<file path="config.mk">
export PLATFORM = sky130hd
export DESIGN_NAME = range_frame_sender
export DESIGN_NICKNAME = d
export VERILOG_FILES = /design/src/rtl/range_pkg.sv /design/src/rtl/range_fifo.sv /design/src/rtl/range_frame_sender.sv
export SDC_FILE = /design/constraint.sdc
export NUM_CORES = 1
export LEC_CHECK = 0
export CAP_MARGIN = 0
export CORE_MARGIN = 1.5
export CORE_UTILIZATION = 45
export CTS_CLUSTER_DIAMETER = 150
export DETAILED_ROUTE_END_ITERATION = 16
export GPL_TIMING_DRIVEN = 0
export PLACE_DENSITY = 0.67
export SLEW_MARGIN = 15
export SYNTH_ARGS = -nofsm -noshare
export SYNTH_HDL_FRONTEND = slang
export SYNTH_SLANG_ARGS = --single-unit
export TNS_END_PERCENT = 100
</file>
<file path="constraint.sdc">
create_clock -name clock -period 2.65 [get_ports clock]
set_input_delay 0.53 -clock clock [delete_from_list [all_inputs] [get_ports clock]]
set_output_delay 0.53 -clock clock [all_outputs]
set_load 0.005 [all_outputs]
</file>
<file path="src/rtl/range_pkg.sv">
// Shared types and constants for the range finder frame sender.
package range_pkg;
    typedef enum logic [1:0] {IDLE, WAIT, SEND} sender_state_t;
    localparam int MIN_FRAME_LEN = 2;
endpackage

</file>
<file path="src/rtl/range_fifo.sv">
// Synchronous FIFO with occupancy count and first-word-fall-through head.
module range_fifo
    import range_pkg::*;
#(
    parameter int WIDTH = 16,
    parameter int DEPTH = 8,
    parameter int LEN_W = $clog2(DEPTH) + 1
) (
    input  logic             clock,
    input  logic             reset_n,
    input  logic [WIDTH-1:0] wr_data,
    input  logic             push,
    input  logic             pop,
    output logic [WIDTH-1:0] head,
    output logic [LEN_W-1:0] count,
    output logic             full,
    output logic             empty
);
    localparam int AW = $clog2(DEPTH);

    logic [WIDTH-1:0] mem [DEPTH];
    logic [AW-1:0]    wr_ptr;
    logic [AW-1:0]    rd_ptr;

    assign full  = (count == LEN_W'(DEPTH));
    assign empty = (count == '0);
    assign head  = mem[rd_ptr];

    always_ff @(posedge clock) begin
        if (push) mem[wr_ptr] <= wr_data;
    end

    // Pointers wrap naturally because DEPTH is a power of two.
    always_ff @(posedge clock or negedge reset_n) begin
        if (!reset_n) begin
            wr_ptr <= '0;
            rd_ptr <= '0;
            count  <= '0;
        end else begin
            if (push) wr_ptr <= wr_ptr + AW'(1);
            if (pop)  rd_ptr <= rd_ptr + AW'(1);
            case ({push, pop})
                2'b10:   count <= count + LEN_W'(1);
                2'b01:   count <= count - LEN_W'(1);
                default: count <= count;
            endcase
        end
    end
endmodule

</file>
<file path="src/rtl/range_frame_sender.sv">
// Buffers upstream words and emits go/finish framed bursts of N words on request.
module range_frame_sender
    import range_pkg::*;
#(
    parameter int WIDTH = 16,
    parameter int DEPTH = 8,
    parameter int LEN_W = $clog2(DEPTH) + 1
) (
    input  logic             clock,
    input  logic             reset_n,
    input  logic [WIDTH-1:0] wr_data,
    input  logic             wr_valid,
    output logic             wr_ready,
    input  logic             send,
    input  logic [LEN_W-1:0] send_len,
    input  logic             abort,
    output logic             busy,
    output logic             req_err,
    output logic [WIDTH-1:0] data_out,
    output logic             go,
    output logic             finish
);
    sender_state_t    state;
    logic [LEN_W-1:0] frame_len;
    logic [LEN_W-1:0] remaining;
    logic [WIDTH-1:0] head;
    logic [LEN_W-1:0] count;
    logic             full;
    logic             empty;
    logic             push;
    logic             pop;
    logic             len_ok;

    assign wr_ready = ~full;
    assign push     = wr_valid & wr_ready;
    assign busy     = (state != IDLE);
    assign len_ok   = (send_len >= LEN_W'(MIN_FRAME_LEN)) && (send_len <= LEN_W'(DEPTH));

    // Frame start waits for the whole frame to be buffered, so SEND never starves.
    assign pop = ((state == WAIT) && !abort && (count >= frame_len)) ||
                 ((state == SEND) && !empty);

    range_fifo #(.WIDTH(WIDTH), .DEPTH(DEPTH), .LEN_W(LEN_W)) u_fifo (
        .clock   (clock),
        .reset_n (reset_n),
        .wr_data (wr_data),
        .push    (push),
        .pop     (pop),
        .head    (head),
        .count   (count),
        .full    (full),
        .empty   (empty)
    );

    always_ff @(posedge clock or negedge reset_n) begin
        if (!reset_n) begin
            state     <= IDLE;
            frame_len <= '0;
            remaining <= '0;
            data_out  <= '0;
            go        <= 1'b0;
            finish    <= 1'b0;
            req_err   <= 1'b0;
        end else begin
            data_out <= '0;
            go       <= 1'b0;
            finish   <= 1'b0;
            req_err  <= 1'b0;
            case (state)
                IDLE: begin
                    if (send) begin
                        if (len_ok) begin
                            frame_len <= send_len;
                            state     <= WAIT;
                        end else begin
                            req_err <= 1'b1;
                        end
                    end
                end
                WAIT: begin
                    req_err <= send;
                    if (abort) begin
                        state <= IDLE;
                    end else if (pop) begin
                        data_out  <= head;
                        go        <= 1'b1;
                        remaining <= frame_len - LEN_W'(1);
                        state     <= SEND;
                    end
                end
                SEND: begin
                    req_err  <= send;
                    data_out <= head;
                    // Abort still sends one more word so the frame closes with finish.
                    if (abort || remaining <= LEN_W'(1)) begin
                        finish    <= 1'b1;
                        remaining <= '0;
                        state     <= IDLE;
                    end else begin
                        remaining <= remaining - LEN_W'(1);
                    end
                end
                default: state <= IDLE;
            endcase
        end
    end
endmodule

</file>
==> results by group <==
Logic synthesis
  – Post-synthesis register bit count: 167
  – Share of synthesized registers carrying an async set or reset: 23.35%
  – Synth Flop Type: edfxtp_1
  – Synth area leader: edfxtp_1
  – Synthesized netlist net count: 403
  – Yosys top cell area share: 57.35%
  – Yosys synthesis warning count: 0
  – Synth top area cells: edfxtp_1 (57%), dfrtp_1 (15%), mux4_2 (11%), ha_1 (3.0%), mux2i_1 (2.5%)
  – Number of distinct library cells after synthesis: 42
  – Syn Inst Count: 362
  – Sequential fraction of the synthesis area: 71.91%
  – Post-Syn Area: 0.006703 mm^2
  – Synth Area per Inst: 18.52 um^2
  – Post-synth EDFFs: 128

Power and ir drop
  – Leakage: 2.978 nW
  – Pwr Density: 1087 mW/mm^2
  – Peak VDD IR: 526.7 uV
  – Pwr Total: 0.008976 W

Timing
  – Final Critical Period: 2492 ps
  – Setup slack after layout: 157.9 ps
  – Hold Slack: 90.16 ps
  – Final hold vios: 0
  – Final setup fails: 0
  – Max-slew violation count: 0
  – Peak Freq: 401.3 MHz
  – Slew headroom: 38.97%
  – Final period util: 94.04%
  – Slew @ Worst Pin: 909.4 ps
  – Clk_skew: 4.005 ps

Setup path
  – R2R Path End: data_out[1]$_DFF_PN0_
  – Worst reg2reg setup slack: 160 ps
  – CP endpoint kind: register
  – Worst setup SP type: register
  – Arr. time, crit path: 2790 ps
  – Reg2reg start: frame_len[2]$_DFFE_PN0P_
  – Worst-case reg-to-reg path depth: 8
  – Critical path class: register to register
  – Crit path to: data_out[1]$_DFF_PN0_
  – Crit path launch: frame_len[2]$_DFFE_PN0P_
  – Crit Path Max Fanout: 10
  – CP Data Required Time: 2950 ps

Clock tree
  – Hold Buf Count CTS: 0
  – H-tree depth: 4
  – Cts bufs inserted: 17
  – Clock Tree Root: clkbuf_16
  – Clock tree buffer depth: 2
  – Skew-Pair Late Insertion Delay: 420 ps
  – Clock-pin slew on the worst setup and hold paths: 60 ps
  – TritonCTS Sinks: 167
  – CTS tree: done

Layout
  – Final Util: 56.83%
  – Antenna cells: 0
  – Final std cells w/o fill: 646
  – Layout Nets: 490
  – Layout cell share with drive strength beyond 1: 27.06%
  – Area Growth Syn to Fin: 23.22%

Floorplan
  – Die height: 125.0 um
  – Rows: 44
  – Die area: 0.01564 mm^2
  – Initial Utilization: 46.12%
  – Chip width: 125.0 um
  – Core Area: 0.01453 mm^2
  – IO Pins: 46

Place
  – IO buf count: 45
  – Detailed placement HPWL: 8598 um
  – Pre-CTS setup slack: -286.2 ps
  – Placed Cells: 605
  – Gpl congestion: 0.7331

GRT
  – Initial antenna violation count: 0
  – Global-route wire length before repair: 20270 um
  – Vias in the first global route: 3591
  – Largest net degree at the start of global routing: 21
  – Final global-route overflow total: 0
  – Total GRT Usage: 17.69%

Routing
  – DR pass1 iterations: 5
  – Final WL: 12770 um
  – Via count: 3457
  – Remaining antenna violation count after routing: 0
  – Wire per inst: 19.76 um
  – DR vias/cell: 5.351
  – Iter 0 DRT Violations: 333
  – DRC Markers: 0

Outcome
  – Outcome: finished, final reports clean

Flow run
  – Maxcap violations: 0

Hold path
  – Hold crit path type: primary input to async pin
-- kinds of logic (layout without fill, tap and decap cells) --
kind of cell	Yosys count	count (layout)	share of synthesized area, %
xor+xnor	11	11	1.437
mux	58	58	14.80
compound gates	30	30	3.379
buf+inv	26	126	1.605
flops	167	167	71.91
fa+ha+maj	16	16	2.987
simple gates	54	54	3.883
-- layer usage --
layer	vias to the layer above	global-route usage (%)	routed length [um]
met5	-	0	0
met4	0	5.214	143
met3	13	5.520	622
met2	83	27.13	6111
met1	1772	24.64	5887
li1	1589	-	-
-- repair_timing --
item                       CTS  global route
resized for setup            3             8
pin swaps                    2             3
setup endpoints to repair   13            13
setup buffers                2             7
-- critical path: stages (launching register included) --
cell,delay [ps]
dfrtp_2,420
inv_2,70
ha_4,200
a21o_1,180
a21oi_2,170
a21oi_2,100
o21ai_1,720
buf_2,400
nor2_1,100
-- cells in the mapped netlist, types with 2 or more instances --
library cell and number:
dfrtp_1 39, nand2b_1 5, o2bb2ai_1 3, nor3_1 9, xor2_1 4, a21o_1 2, o22ai_1 3, clkbuf_1 4
inv_1 13, xnor2_1 7, nor2_1 24, o21ai_0 4, edfxtp_1 128, mux2_1 2, a21oi_1 7, nand2_1 5
mux2i_1 17, mux2_2 7, nand3_1 3, buf_2 8, mux4_2 32, ha_1 16
-- layout make-up --
| type | count | area (um^2) |
|---|---|---|
| Buffer | 13 | 58.81 |
| Clock buffer | 17 | 425.4 |
| Clock inverter | 15 | 127.6 |
| Fill cell | 1114 | 6275 |
| Inverter | 13 | 48.80 |
| Multi-Input combinational cell | 169 | 1857 |
| Sequential cell | 167 | 4825 |
| Tap cell | 184 | 230.2 |
| Timing Repair Buffer | 68 | 686.9 |
-- where the power goes --
part           leakage, nW  internal, W  switching [W]
logic                 1.05      0.00154        0.00148
registers             1.66      0.00337       0.000261
clock network        0.266      0.00129        0.00102
total                 2.98      0.00621        0.00276
-- through the flow --
stage / setup TNS, ps / area (um^2)
floorplan: 0 / 6715
finish: 0 / 8259
CTS: 0 / 8177
global route: -26.17 / 8259
global placement: -126660 / 7396
detailed placement: -827.1 / 7601
-- flip-flops by register name, summed over array words and instances, names as in the netlist --
register,flops
data_out,16
finish,1
frame_len,4
go,1
remaining,4
req_err,1
state,2
u_fifo.count,4
u_fifo.mem,128
u_fifo.rd_ptr,3
u_fifo.wr_ptr,3
-- cell usage in the layout, fill, tap and decap left out, types with 5 or more instances in the layout --
master           count
buf_2                9
buf_4               10
buf_6               11
clkbuf_16           17
clkdlybuf4s50_1     44
dfrtp_1             35
edfxtp_1           128
ha_1                14
inv_1               11
mux2_2               7
mux2i_1             17
mux4_2              32
nand2_1              5
nand2b_1             5
nor2_1              20
nor3_1               5
xnor2_1              7
-- worst min-delay path by stage --
| stage | depth (start not counted) | startpoint | to | slack [ps] |
|---|---|---|---|---|
| after floorplan | 0 | reset_n | data_out[0]$_DFF_PN0_ | 230 |
| after global placement | 1 | remaining[1]$_DFFE_PN0P_ | remaining[1]$_DFFE_PN0P_ | 510 |
| after detailed placement | 1 | remaining[1]$_DFFE_PN0P_ | remaining[1]$_DFFE_PN0P_ | 510 |
| after CTS | 1 | reset_n | frame_len[1]$_DFFE_PN0P_ | 90 |
| after global routing | 1 | reset_n | frame_len[1]$_DFFE_PN0P_ | 130 |
| final | 1 | reset_n | finish$_DFF_PN0_ | 90 |
No activity file was read; power rests on OpenSTA's default activity.
